===== src/rtl/mem_stage_pkg.sv =====
// Shared types for the MEM pipeline stage: handshake FSM states and the EX/MEM register layout.
package mem_stage_pkg;

  localparam int MS_N             = 64;
  localparam int MS_REG_AW        = 5;
  localparam int DWORD_ALIGN_BITS = 3;

  typedef enum logic [1:0] {
    IDLE   = 2'd0,
    ACCESS = 2'd1,
    RESP   = 2'd2
  } state_t;

  // The struct widths come from the package, so N/REG_AW overrides must be mirrored here.
  typedef struct packed {
    logic                 branch;
    logic                 mem_read;
    logic                 mem_write;
    logic                 reg_write;
    logic                 mem_to_reg;
    logic                 zero;
    logic                 misalign;
    logic [MS_REG_AW-1:0] rd;
    logic [MS_N-1:0]      alu_result;
    logic [MS_N-1:0]      write_data;
    logic [MS_N-1:0]      pc_branch;
  } exmem_t;

  function automatic logic is_misaligned(input logic [MS_N-1:0] addr);
    return |addr[DWORD_ALIGN_BITS-1:0];
  endfunction

endpackage


===== src/rtl/dmem_req_ctrl.sv =====
// Data-memory request FSM: sequences IDLE/ACCESS/RESP, drives the request valid and
// upstream stall, and latches load data on the acknowledge.
module dmem_req_ctrl
  import mem_stage_pkg::*;
#(
  parameter int N = MS_N
) (
  input  logic         clk,
  input  logic         reset,
  input  logic         capture,
  input  logic         cap_mem,
  input  logic         dm_ack,
  input  logic [N-1:0] dm_rdata,
  output state_t       state,
  output logic         dm_req,
  output logic         ex_ready,
  output logic [N-1:0] rdata
);

  state_t       state_reg, state_next;
  logic [N-1:0] rdata_reg;

  always_ff @(posedge clk) begin
    if (reset) begin
      state_reg <= IDLE;
      rdata_reg <= '0;
    end else begin
      state_reg <= state_next;
      if (state_reg == ACCESS && dm_ack) rdata_reg <= dm_rdata;
    end
  end

  // RESP behaves like IDLE for acceptance, which gives one ALU op per cycle.
  always_comb begin
    state_next = state_reg;
    case (state_reg)
      IDLE, RESP: begin
        if (capture) state_next = cap_mem ? ACCESS : RESP;
        else         state_next = IDLE;
      end
      ACCESS: if (dm_ack) state_next = RESP;
      default: state_next = IDLE;
    endcase
  end

  assign state    = state_reg;
  assign dm_req   = (state_reg == ACCESS);
  assign ex_ready = (state_reg != ACCESS);
  assign rdata    = rdata_reg;

endmodule


===== src/rtl/mem_access_stage.sv =====
// Pipeline MEM stage: EX/MEM register, data-memory handshake, branch resolve and WB bundle.
// Optional MISALIGN_TRAP_EN: misaligned memory ops skip the access and raise misalign_M.
module mem_access_stage
  import mem_stage_pkg::*;
#(
  parameter int N      = MS_N,
  parameter int REG_AW = MS_REG_AW
) (
  input  logic              clk,
  input  logic              reset,
  input  logic              ex_valid,
  output logic              ex_ready,
  input  logic [N-1:0]      aluResult_E,
  input  logic [N-1:0]      writeData_E,
  input  logic [N-1:0]      PCBranch_E,
  input  logic              zero_E,
  input  logic              Branch_E,
  input  logic              MemRead_E,
  input  logic              MemWrite_E,
  input  logic              RegWrite_E,
  input  logic              MemtoReg_E,
  input  logic [REG_AW-1:0] rd_E,
  output logic              dm_req,
  output logic              dm_we,
  output logic [N-1:0]      dm_addr,
  output logic [N-1:0]      dm_wdata,
  input  logic              dm_ack,
  input  logic [N-1:0]      dm_rdata,
  output logic              wb_valid,
  output logic              wb_regwrite,
  output logic [REG_AW-1:0] wb_rd,
  output logic [N-1:0]      wb_data,
  output logic              PCSrc_M,
  output logic [N-1:0]      PCBranch_M,
  output logic              misalign_M
);

  exmem_t       exmem_reg, exmem_next;
  state_t       state;
  logic [N-1:0] rdata;
  logic         capture, cap_misalign, cap_mem, resp, is_load;

  assign capture = ex_valid & ex_ready;

`ifdef MISALIGN_TRAP_EN
  assign cap_misalign = (MemRead_E | MemWrite_E) & is_misaligned(aluResult_E);
`else
  assign cap_misalign = 1'b0;
`endif

  assign cap_mem = (MemRead_E | MemWrite_E) & ~cap_misalign;

  always_comb begin
    exmem_next = exmem_reg;
    if (capture) begin
      exmem_next.branch     = Branch_E;
      exmem_next.mem_read   = MemRead_E;
      exmem_next.mem_write  = MemWrite_E;
      exmem_next.reg_write  = RegWrite_E;
      exmem_next.mem_to_reg = MemtoReg_E;
      exmem_next.zero       = zero_E;
      exmem_next.misalign   = cap_misalign;
      exmem_next.rd         = rd_E;
      exmem_next.alu_result = aluResult_E;
      exmem_next.write_data = writeData_E;
      exmem_next.pc_branch  = PCBranch_E;
    end
  end

  always_ff @(posedge clk) begin
    if (reset) exmem_reg <= '0;
    else       exmem_reg <= exmem_next;
  end

  dmem_req_ctrl #(.N(N)) u_ctrl (
    .clk      (clk),
    .reset    (reset),
    .capture  (capture),
    .cap_mem  (cap_mem),
    .dm_ack   (dm_ack),
    .dm_rdata (dm_rdata),
    .state    (state),
    .dm_req   (dm_req),
    .ex_ready (ex_ready),
    .rdata    (rdata)
  );

  // A store wins over a simultaneous read, so only a pure read returns memory data.
  assign is_load  = exmem_reg.mem_read & ~exmem_reg.mem_write & exmem_reg.mem_to_reg;
  assign resp     = (state == RESP);

  assign dm_we    = dm_req & exmem_reg.mem_write;
  assign dm_addr  = exmem_reg.alu_result;
  assign dm_wdata = exmem_reg.write_data;

  assign wb_valid    = resp;
  assign wb_regwrite = resp & exmem_reg.reg_write & ~exmem_reg.mem_write & ~exmem_reg.misalign;
  assign wb_rd       = resp ? exmem_reg.rd : '0;
  assign wb_data     = resp ? (is_load ? rdata : exmem_reg.alu_result) : '0;
  assign PCSrc_M     = resp & exmem_reg.branch & exmem_reg.zero;
  assign PCBranch_M  = exmem_reg.pc_branch;
  assign misalign_M  = resp & exmem_reg.misalign;

endmodule


===== config.mk =====
export PLATFORM = sky130hd
export DESIGN_NAME = mem_access_stage
export DESIGN_NICKNAME = d
export VERILOG_FILES = /design/src/rtl/mem_stage_pkg.sv /design/src/rtl/dmem_req_ctrl.sv /design/src/rtl/mem_access_stage.sv
export SDC_FILE = /design/constraint.sdc
export NUM_CORES = 1
export LEC_CHECK = 0
export ABC_AREA = 0
export BUFFER_PORTS_ARGS = -buffer_cell sky130_fd_sc_hd__buf_2
export CORE_AREA = 4 4 210 212
export DETAILED_ROUTE_END_ITERATION = 10
export DIE_AREA = 0 0 214 216
export PLACE_DENSITY_LB_ADDON = 0.1
export RECOVER_POWER = 100
export SLEW_MARGIN = 20
export SYNTH_ARGS = -nofsm -noshare
export SYNTH_HDL_FRONTEND = slang
export SYNTH_SLANG_ARGS = --single-unit
export TNS_END_PERCENT = 20

===== constraint.sdc =====
create_clock -name clk -period 1.88 [get_ports clk]
set_clock_uncertainty 0.15 [all_clocks]
set_input_delay 0.094 -clock clk [delete_from_list [all_inputs] [get_ports clk]]
set_output_delay 0.094 -clock clk [all_outputs]
set_load 0.02 [all_outputs]

==> qor.log, run 1 <==
qor: setup_path.reg2reg_depth 5
qor: clocking.tritoncts.num_buffers 31
qor: synthesis.postSynthNetCount 1904
qor: sta.setup-violations-final 68
qor: sta.finalMaxSlewViolations 0
qor: sta.maxSlewHeadroom 42.4%
qor: synthesis.synth-seq-area-share 43.1%
qor: route.avgRoutedWirePerCell 19.6 um
qor: setup_path.startpoint exmem_reg[201]
qor: global_route.global_route.overflow_total 0
qor: finish.filler_cell_count 4463
qor: setup_path.timing.critical_path.required 1.64 ns
qor: route.total_wire_length_after_detailed_routing 53800 um
qor: setup_path.worst-endpoint-arrival 1.88 ns
qor: clocking.htree_levels 1
qor: route.drt_iter0_drc 948
qor: setup_path.worstPathBufferInverterCount 3
qor: finish.area.sequential 5390 um^2
qor: synthesis.synth-main-ff-cell sky130_fd_sc_hd__dfxtp_1
qor: synthesis.post_synth_num_cell_types 26
qor: die.dieHeight 216 um
qor: pwr.pwr_cell_area 790 nW/um^2
qor: finish.multiInputGateArea 5080 um^2
qor: die.die_area 46200 um^2
qor: placement.finalWeightedCongestion 0.831
qor: run_status.outcome finished with violations
qor: synthesis.synth_enable_flop_cells 0
qor: route.antenna_left 0
qor: route.drtPass1Iterations 5
qor: die.floorplan.initialDensity 29.8%
qor: clocking.cts.sinks 269
qor: clocking.clock_tree.root_cell sky130_fd_sc_hd__clkbuf_16
qor: global_route.number_of_global_route_vias_before_repair 13700
qor: placement.setup_slack_placement 0.113 ns
qor: global_route.grt_max_degree 104
qor: sta.finalCritPeriodShare 113%
qor: setup_path.max_stage_delay 0.33 ns
qor: route.detail_route.vias_per_cell 4.90
qor: finish.layout.cells.most_common sky130_fd_sc_hd__a21oi_1
qor: die.dieWidth 214 um
qor: pwr.vdd_drop_max 0.000460 V
qor: placement.io_buffers 537
qor: setup_path.critical_path.max_fanout 8
qor: setup_path.critPathTopFamily buffers and inverters
qor: global_route.grt_antenna_before_repair 3
qor: flow_run.timing.max_cap.violations 0
qor: min_path.timing.hold.worst.class primary input to flip-flop
qor: clocking.tritoncts yes
qor: sta.final_hold_viol_count 0
qor: global_route.first_pass_grt_wire_length 82100 um
qor: finish.finish.net_count 2460
qor: placement.dpl.hpwl 35000 um
qor: setup_path.reg2reg_slack 0.04 ns
qor: finish.layout_common_cells sky130_fd_sc_hd__a21oi_1 (277), sky130_fd_sc_hd__dlygate4sd3_1 (272), sky130_fd_sc_hd__buf_2 (271)
qor: sta.unrepaired_setup_endpoints_after_global_routing yes
qor: clocking.clock_latency 0.55 ns
qor: setup_path.critical_path.cell_chain and3b_4, buf_12, buf_12, nand2_1, a21oi_2, buf_4
qor: die.standard_cell_rows 75
qor: route.detail_route.drc_violations 0
qor: synthesis.synthCells 1633
qor: finish.post_route_cells_drive_above_1_share 23.8%
qor: clocking.clockBufferDepth 3
qor: clocking.path_clk_slew 0.06 ns
qor: die.io-pin-count 539
qor: pwr.total_leakage_power 0.00716 uW
qor: setup_path.critical_path.reg2reg.endpoint dm_wdata[8]
qor: synthesis.postSynthAreaPerCell 7.65 um^2
qor: setup_path.critical-path-slowest-cell sky130_fd_sc_hd__dfxtp_2
qor: die.core_region_area 41900 um^2
qor: sta.final.min_clock_period 2.13 ns
qor: global_route.grt_usage 21.8%
qor: sta.worstMarginPinSlew 0.863 ns
qor: synthesis.postSynth.asyncResetShare 0%
qor: setup_path.critical_path.startpoint_type flip-flop
qor: setup_path.worstSetupEndpointType output pin
qor: synthesis.ys_seq_elements 269
qor: setup_path.endpoint wb_data[29]
qor: sta.worst_slack -0.249 ns
qor: setup_path.worst-setup-path-type flip-flop to output pin
qor: synthesis.mappedNetlistArea 12500 um^2
qor: finish.syn2layout_area_growth 48.1%
qor: sta.totalNegativeSetupSlack -13.22 ns
qor: setup_path.critical_path_cell_count 6
qor: synthesis.synth-warning-count 0
qor: sta.maxClockFrequency 0.470 GHz
qor: route.detailroute.via_count 13500
qor: setup_path.r2r_start u_ctrl.state[1]
qor: run_status.violations_in_the_final_reports setup timing
qor: setup_path.cpMostUsedCell sky130_fd_sc_hd__buf_12
[kinds of logic after synthesis]
logic type      share of synthesized area, %
compound gates                          21.5
simple gates                            16.7
buf+inv                                 18.6
flops                                   43.1
other cells                           0.0300
[synthesized netlist by cell type, types with 2 or more instances]
cell type                  number  share of area, %
sky130_fd_sc_hd__o21ai_0      141               5.7
sky130_fd_sc_hd__dfxtp_1      269                43
sky130_fd_sc_hd__nand2_1      256               7.7
sky130_fd_sc_hd__nor2_1         2             0.060
sky130_fd_sc_hd__and2_1         6              0.30
sky130_fd_sc_hd__nand3b_1       3              0.18
sky130_fd_sc_hd__o21ai_1       62               2.5
sky130_fd_sc_hd__buf_1          2             0.060
sky130_fd_sc_hd__nand2b_1       2              0.10
sky130_fd_sc_hd__buf_4        194                12
sky130_fd_sc_hd__buf_6         19               1.7
sky130_fd_sc_hd__and3b_1        2              0.14
sky130_fd_sc_hd__clkbuf_1      50               1.5
sky130_fd_sc_hd__nand3_1      203               8.1
sky130_fd_sc_hd__clkbuf_2      10              0.40
sky130_fd_sc_hd__buf_2         71               2.8
sky130_fd_sc_hd__a21oi_1      332                13
[worst min-delay path by stage]
| stage | cells past startpoint | startpoint | slack, ns | to |
|---|---|---|---|---|
| 3_3_place_gp | 3 | dm_rdata[62] | 0.18 | u_ctrl.rdata[62] |
| 4_1_cts | 4 | dm_rdata[41] | 0.14 | u_ctrl.rdata[41] |
| 2_1_floorplan | 2 | dm_rdata[0] | 0.08 | u_ctrl.rdata[0] |
| 6_report | 4 | dm_rdata[12] | 0.18 | u_ctrl.rdata[12] |
| 5_1_grt | 4 | dm_rdata[19] | 0.16 | u_ctrl.rdata[19] |
| 3_5_place_dp | 3 | dm_rdata[14] | 0.19 | u_ctrl.rdata[14] |
[report_power, final]
group          switching (uW)  internal (uW)
Clock                    2390           3340
Sequential                209           6020
Combinational            1540           1100
[per-stage QoR]
stage	instances	util [%]	hold slack, ns	total power (uW)	instance area [um^2]
after floorplan	1633	-	0.0800	7880	12500
after global placement	2408	34.0	0.183	8490	14300
after detailed placement	2408	34.0	0.191	8510	14300
after CTS	2742	44.2	0.140	14800	18500
after global routing	2749	44.1	0.163	15200	18500
final	2749	44.1	0.177	14600	18500
[cell type report]
class / instances / area share [%]
Antenna cell: 2 / 0.0271
Clock buffer: 47 / 4.79
Clock inverter: 5 / 0.284
Inverter: 3 / 0.129
Multi-Input combinational cell: 1013 / 27.5
Sequential cell: 269 / 29.2
Tap cell: 539 / 3.65
Timing Repair Buffer: 871 / 34.5
[timing repair]
item,in CTS,in global routing
pin swaps,9,15
cloned,5,2
endpoints found under the hold margin,269,0
gates resized for setup,146,61
hold buffers,272,0
endpoints found under the setup margin,75,70
setup buffers,6,3
[tightest hold or removal path: stages]
cell and delay (ns):
sky130_fd_sc_hd__dlygate4sd3_1 0.53, sky130_fd_sc_hd__buf_2 0.12, sky130_fd_sc_hd__nand2_1 0.05, sky130_fd_sc_hd__a21oi_1 0.05
[routing by layer]
| metal | track usage, % | share of wire [%] | up-vias |
|---|---|---|---|
| li1 | - | - | 6480 |
| met1 | 27.8 | 43 | 6424 |
| met2 | 37.2 | 48 | 471 |
| met3 | 4.80 | 6.2 | 88 |
| met4 | 6.42 | 2.7 | 2 |
| met5 | 0 | 0.024 | - |
Power figures use the tool's default switching activity.
==> run 2, diff against run 1 <==
--- a/config.mk
+++ b/config.mk
@@ -6,10 +6,10 @@
 export NUM_CORES = 1
 export LEC_CHECK = 0
 export ABC_AREA = 0
-export BUFFER_PORTS_ARGS = -buffer_cell sky130_fd_sc_hd__buf_2
-export CORE_AREA = 4 4 210 212
+export CORE_AREA = 4 4 206 208
 export DETAILED_ROUTE_END_ITERATION = 10
-export DIE_AREA = 0 0 214 216
+export DIE_AREA = 0 0 210 212
+export DONT_BUFFER_PORTS = 1
 export PLACE_DENSITY_LB_ADDON = 0.1
 export RECOVER_POWER = 100
 export SLEW_MARGIN = 20
==> run 2 against run 1 <==
  * The run ends with hold timing, setup timing left
  * Sequential share of layout area up 4.8 points
  * Sequential power up 6.3%
  * Global-route usage down 1.8 points
  * Non-clock buffer count down 537
  * Critical path depth up 1
  * Die area down 3.7%
  * Wire length down 7.5%
  * Core utilization down 4.9 points
  * Cell count down 19%
  * Register-to-register slack worse by 0.20 ns
  * Final area down 14%
==> qor.log, run 2 (synthesis gave the netlist of run 1 again) <==
qor: global_route.grt_usage 20.0%
qor: placement.finalWeightedCongestion 0.866
qor: clocking.tritoncts yes
qor: global_route.first_pass_grt_wire_length 70300 um
qor: setup_path.critical-path-slowest-cell sky130_fd_sc_hd__dfxtp_2
qor: run_status.outcome finished with violations
qor: route.detail_route.vias_per_cell 5.21
qor: sta.maxClockFrequency 0.463 GHz
qor: min_path.timing.hold.worst.class primary input to flip-flop
qor: route.antenna_left 0
qor: finish.layout.cells.most_common sky130_fd_sc_hd__a21oi_1
qor: route.drt_iter0_drc 834
qor: global_route.number_of_global_route_vias_before_repair 11000
qor: setup_path.r2r_start u_ctrl.state[1]
qor: setup_path.reg2reg_slack -0.16 ns
qor: clocking.tritoncts.num_buffers 34
qor: pwr.total_leakage_power 0.00565 uW
qor: setup_path.timing.critical_path.required 1.64 ns
qor: sta.finalMaxSlewViolations 0
qor: setup_path.critical_path.cell_chain buf_6, nand3b_1, buf_12, clkbuf_16, nand2_1, a21oi_1, buf_4
qor: placement.setup_slack_placement 0.0924 ns
qor: pwr.vdd_drop_max 0.000522 V
qor: sta.setup-violations-final 187
qor: sta.maxSlewHeadroom 48.6%
qor: finish.final_cells 2213
qor: route.detail_route.drc_violations 0
qor: setup_path.critical_path.reg2reg.endpoint PCBranch_M[2]
qor: global_route.grt_antenna_before_repair 2
qor: die.floorplan.initialDensity 30.8%
qor: min_path.holdPathStages 1
qor: finish.post_route_cells_drive_above_1_share 15.0%
qor: pwr.report.power.total 14800 uW
qor: sta.unrepaired_setup_endpoints_after_global_routing yes
qor: global_route.grt_max_degree 270
qor: finish.filler_cell_count 4188
qor: route.total_wire_length_after_detailed_routing 49800 um
qor: setup_path.critical_path.startpoint_type flip-flop
qor: clocking.htree_levels 2
qor: flow_run.timing.max_cap.violations 0
qor: finish.layout_common_cells sky130_fd_sc_hd__a21oi_1 (288), sky130_fd_sc_hd__dfxtp_1 (267), sky130_fd_sc_hd__nand2_1 (228)
qor: die.dieHeight 212 um
qor: sta.fin_hold_ws -0.496 ns
qor: placement.dpl.hpwl 31500 um
qor: placement.io_buffers 0
qor: setup_path.max_stage_delay 0.33 ns
qor: setup_path.worstSetupEndpointType output pin
qor: sta.worst_slack -0.278 ns
qor: die.standard_cell_rows 74
qor: clocking.cts.sinks 269
qor: sta.finalCritPeriodShare 115%
qor: pwr.power.internal 10900 uW
qor: clocking.clock_tree.root_cell sky130_fd_sc_hd__clkbuf_16
qor: clocking.clock_latency 0.51 ns
qor: finish.postLayoutCellArea 15900 um^2
qor: setup_path.critical_path.max_fanout 8
qor: min_path.worstHoldEndpoint dm_wdata[22]
qor: route.avgRoutedWirePerCell 22.5 um
qor: pwr.share_seq_of_total_power 44.7%
qor: run_status.violations_in_the_final_reports hold timing, setup timing
qor: sta.worstMarginPinSlew 0.771 ns
qor: pwr.switching_share 26.7%
qor: pwr.pwr-share-comb 10.1%
qor: finish.finish.net_count 1926
qor: die.core_region_area 40600 um^2
qor: die.io-pin-count 539
qor: setup_path.reg2reg_depth 5
qor: pwr.power.share.clock 45.2%
qor: placement.numPlacedInstances 1920
qor: die.die_area 44500 um^2
qor: setup_path.worst-endpoint-arrival 1.91 ns
qor: route.detailroute.via_count 11500
qor: route.drtPass1Iterations 5
qor: finish.syn2layout_area_growth 27.1%
qor: pwr.pwr_cell_area 934 nW/um^2
qor: clocking.path_clk_slew 0.06 ns
qor: die.dieWidth 210 um
qor: pwr.power.switching 3960 uW
qor: sta.final.min_clock_period 2.16 ns
qor: min_path.hp-start reset
qor: finish.utilization 39.1%
qor: placement.post_dp_cell_area 11900 um^2
qor: sta.final_hold_viol_count 269
qor: setup_path.worst-setup-path-type flip-flop to output pin
qor: global_route.global_route.overflow_total 0
qor: clocking.clockBufferDepth 3
-- run 2: cell count changes in the layout (fill, tap and decap cells not counted), sizes merged --
cell	change
buf	-289
bufinv	+2
clkbuf	-189
clkinv	+1
dlygate4sd3	-55
inv	+1
-- run 2: worst max-delay path by stage --
| stage | from | endpoint | slack [ns] | depth (start not counted) |
|---|---|---|---|---|
| final | exmem_reg[201] | wb_data[55] | -0.28 | 7 |
| after floorplan | exmem_reg[201] | wb_data[10] | 0.39 | 5 |
| after global routing | exmem_reg[201] | wb_data[18] | -0.37 | 7 |
| after detailed placement | exmem_reg[201] | wb_data[38] | 0.09 | 5 |
| after global placement | exmem_reg[201] | wb_data[38] | 0.13 | 5 |
| after CTS | exmem_reg[201] | wb_data[23] | -0.30 | 7 |
-- run 2: stage by stage --
stage,setup TNS (ns),hold slack [ns]
floorplan,0,0.0800
global placement,0,0.0443
detailed placement,0,0.0499
CTS,-15.90,-0.528
global route,-42.69,-0.508
finish,-22.32,-0.496
-- run 2: power by group through the flow --
stage	Combinational, uW	Sequential [uW]	Clock [uW]
2_1_floorplan	1610	6260	0
3_3_place_gp	1030	6750	0
3_5_place_dp	1050	6750	0
4_1_cts	1400	6630	6940
5_1_grt	1640	6660	7130
6_report	1500	6620	6710
-- run 2: layout make-up --
cell class                 instances  area [um^2]  share of cell area [%]
multi-input combinational       1013         5090                    32.0
tap                              532          666                    4.19
clock inverter                     9          130                   0.820
sequential                       269         5390                    33.9
inverter                           3         28.8                   0.181
antenna                            2         5.00                  0.0315
clock buffer                      51         1020                    6.40
timing repair buffer             334         3550                    22.4
-- run 2: repair_timing --
action,4_1_cts,5_1_grt
endpoints found under the hold margin,269,269
resized for setup,40,85
setup buffers,5,1
setup endpoints to repair,73,71
gates cloned,3,6
pin swaps,24,19
hold buffers,171,46
-- run 2: metal layers --
layer  GRT usage [%]  vias up  share of wire (%)
met4            6.14        0                2.5
li1                -     5410                  -
met1            25.1     5551                 40
met2            33.2      501                 49
met3            6.24       72                8.6
met5               0        -                  0
-- run 2: worst max-delay path, delay by kind of cell, from the launching register on --
kind / cells / cell delay, ns
compound gates: 1 / 0.21
flops: 1 / 0.33
simple gates: 2 / 0.21
buf+inv: 4 / 0.64
==> run 3, diff against run 2 <==
--- a/config.mk
+++ b/config.mk
@@ -6,9 +6,9 @@
 export NUM_CORES = 1
 export LEC_CHECK = 0
 export ABC_AREA = 0
-export CORE_AREA = 4 4 206 208
+export CORE_AREA = 3 3 211 213
 export DETAILED_ROUTE_END_ITERATION = 10
-export DIE_AREA = 0 0 210 212
+export DIE_AREA = 0 0 214 216
 export DONT_BUFFER_PORTS = 1
 export PLACE_DENSITY_LB_ADDON = 0.1
 export RECOVER_POWER = 100
==> run 3 against run 2 <==
  * Worst setup slack gained 0.027 ns
  * Flip-flop and latch count is the same
  * Via count shrank 1.2%
  * Critical path depth shrank 1
  * Combinational power shrank 4%
  * The flow still finishes with violations (hold timing, setup timing)
  * Core utilization shrank 2.4 points
  * Sequential power is essentially flat
  * Count of clock-buffer cells in the layout shrank 3
  * Register-to-register slack gained 0.13 ns
  * Clock power grew 4.6%
==> qor.log, run 3 (synthesis gave the netlist of run 1 again) <==
qor: clocking.clock_latency 0.52 ns
qor: route.avgRoutedWirePerCell 22.6 um
qor: finish.multiInputGateArea 5170 um^2
qor: route.drt_iter0_drc 811
qor: setup_path.critical_path.reg2reg.endpoint PCBranch_M[31]
qor: sta.maxSlewHeadroom 55.8%
qor: setup_path.startpoint exmem_reg[201]
qor: route.wirelength_met1 20200 um
qor: sta.finalMaxSlewViolations 0
qor: route.detail_route.drc_violations 0
qor: die.dieWidth 214 um
qor: setup_path.timing.critical_path.required 1.64 ns
qor: finish.area.sequential 5400 um^2
qor: die.dieHeight 216 um
qor: finish.syn2layout_area_growth 26.2%
qor: min_path.timing.hold.worst.class primary input to flip-flop
qor: clocking.tritoncts.num_buffers 34
qor: setup_path.endpoint wb_data[14]
qor: setup_path.worst-endpoint-arrival 1.89 ns
qor: placement.finalWeightedCongestion 0.857
qor: route.detail_route.vias_per_cell 5.10
qor: sta.finalCritPeriodShare 113%
qor: pwr.power.share.clock 46.5%
qor: sta.fin_hold_ws -0.518 ns
qor: finish.post_route_cells_drive_above_1_share 16.2%
qor: setup_path.worstSetupEndpointType output pin
qor: global_route.global_route.overflow_total 0
qor: clocking.clockBufferDepth 3
qor: pwr.pwr_cell_area 957 nW/um^2
qor: route.detailroute.via_count 11400
qor: route.drtPass1Iterations 5
qor: placement.setup_slack_placement 0.172 ns
qor: flow_run.timing.max_cap.violations 0
qor: finish.layout_common_cells sky130_fd_sc_hd__a21oi_1 (278), sky130_fd_sc_hd__dfxtp_1 (265), sky130_fd_sc_hd__nand2_1 (232)
qor: die.standard_cell_rows 76
qor: global_route.grt_usage 20.2%
qor: route.routed-wl-met2 24700 um
qor: pwr.power.internal 11100 uW
qor: finish.layout.cells.most_common sky130_fd_sc_hd__a21oi_1
qor: placement.io_buffers 0
qor: global_route.grt_max_degree 270
qor: global_route.first_pass_grt_wire_length 73000 um
qor: setup_path.r2r_start u_ctrl.state[1]
qor: run_status.violations_in_the_final_reports hold timing, setup timing
qor: setup_path.reg2reg_slack -0.03 ns
qor: sta.final_hold_viol_count 268
qor: global_route.grt_antenna_before_repair 3
qor: finish.filler_cell_count 4533
qor: route.total_wire_length_after_detailed_routing 50500 um
qor: pwr.pwr-share-comb 9.5%
qor: run_status.outcome finished with violations
qor: pwr.vdd_drop_max 0.000561 V
qor: sta.worst_slack -0.252 ns
qor: setup_path.worst-setup-path-type flip-flop to output pin
qor: route.routed.top_layer met5
qor: clocking.tritoncts yes
qor: die.core_region_area 42900 um^2
qor: clocking.path_clk_slew 0.06 ns
qor: route.antenna_left 0
qor: clocking.clock_tree.root_cell sky130_fd_sc_hd__clkbuf_16
qor: die.floorplan.initialDensity 29.1%
qor: die.io-pin-count 539
qor: pwr.power.switching 3980 uW
qor: sta.maxClockFrequency 0.469 GHz
qor: global_route.number_of_global_route_vias_before_repair 11100
qor: finish.finish.net_count 1899
qor: sta.unrepaired_setup_endpoints_after_global_routing yes
qor: sta.worstMarginPinSlew 0.662 ns
qor: setup_path.critical_path.startpoint_type flip-flop
qor: route.met3RoutedLength 4540 um
qor: sta.setup-violations-final 69
qor: placement.dpl.hpwl 31900 um
qor: pwr.switching_share 26.4%
qor: setup_path.critical_path.max_fanout 8
qor: sta.final.min_clock_period 2.13 ns
qor: sta.totalNegativeSetupSlack -12.00 ns
qor: pwr.share_seq_of_total_power 43.9%
qor: pwr.total_leakage_power 0.00560 uW
qor: die.die_area 46200 um^2
qor: min_path.hp-start reset
qor: clocking.cts.sinks 269
qor: clocking.htree_levels 2
qor: setup_path.reg2reg_depth 5
==> run 3: critical path, cell delays in order, from the launching register on <==
cell                        delay (ns)
sky130_fd_sc_hd__dfxtp_2          0.32
sky130_fd_sc_hd__and3b_2          0.30
sky130_fd_sc_hd__buf_12           0.18
sky130_fd_sc_hd__clkbuf_16        0.17
sky130_fd_sc_hd__nand2_1          0.06
sky130_fd_sc_hd__a21oi_1          0.14
sky130_fd_sc_hd__buf_4            0.17
==> run 3: worst min path at each step <==
stage	to	slack (ns)	cells past startpoint
final	PCBranch_M[63]	-0.52	1
after global routing	PCBranch_M[63]	-0.55	1
after CTS	PCBranch_M[63]	-0.55	1
after detailed placement	PCBranch_M[63]	0.04	1
after global placement	PCBranch_M[63]	0.04	1
after floorplan	u_ctrl.rdata[0]	0.08	2
==> run 3: power groups by stage <==
stage | logic [uW] | clock network (uW) | registers, uW
after detailed placement | 1060 | 0 | 6750
after global routing | 1580 | 7470 | 6660
after CTS | 1300 | 7230 | 6630
after floorplan | 1610 | 0 | 6260
final | 1440 | 7020 | 6630
after global placement | 1050 | 0 | 6750
==> run 3: cell type report <==
| type | instances | area share (%) |
|---|---|---|
| clock inverter | 8 | 0.905 |
| sequential | 269 | 34.2 |
| multi-input combinational | 1014 | 32.8 |
| tap | 585 | 4.64 |
| clock buffer | 48 | 6.71 |
| antenna | 2 | 0.0318 |
| inverter | 3 | 0.151 |
| timing repair buffer | 306 | 20.5 |
==> run 3: per-layer routing <==
metal	track usage (%)	up-vias
met1	23.6	5525
met3	8.49	67
met2	33.7	438
li1	-	5368
met5	0	-
met4	6.59	2
==> run 3: repair_timing <==
action                     CTS  global route
pin swaps                   25            30
resized for setup           58            97
gates cloned                 5             5
setup endpoints to repair   75           103
hold endpoints to repair   269           269
setup buffers                9             0
hold buffers               107            74
==> run 3: per-stage QoR <==
step | instances | instance area, um^2 | total power, uW | hold WS (ns) | util, %
2_1_floorplan | 1633 | 12500 | 7880 | 0.0800 | -
3_3_place_gp | 1977 | 11900 | 7800 | 0.0369 | 27.8
3_5_place_dp | 1977 | 11900 | 7810 | 0.0351 | 27.8
5_1_grt | 2235 | 15800 | 15700 | -0.549 | 36.7
4_1_cts | 2154 | 14600 | 15200 | -0.547 | 34.1
6_report | 2235 | 15800 | 15100 | -0.518 | 36.7
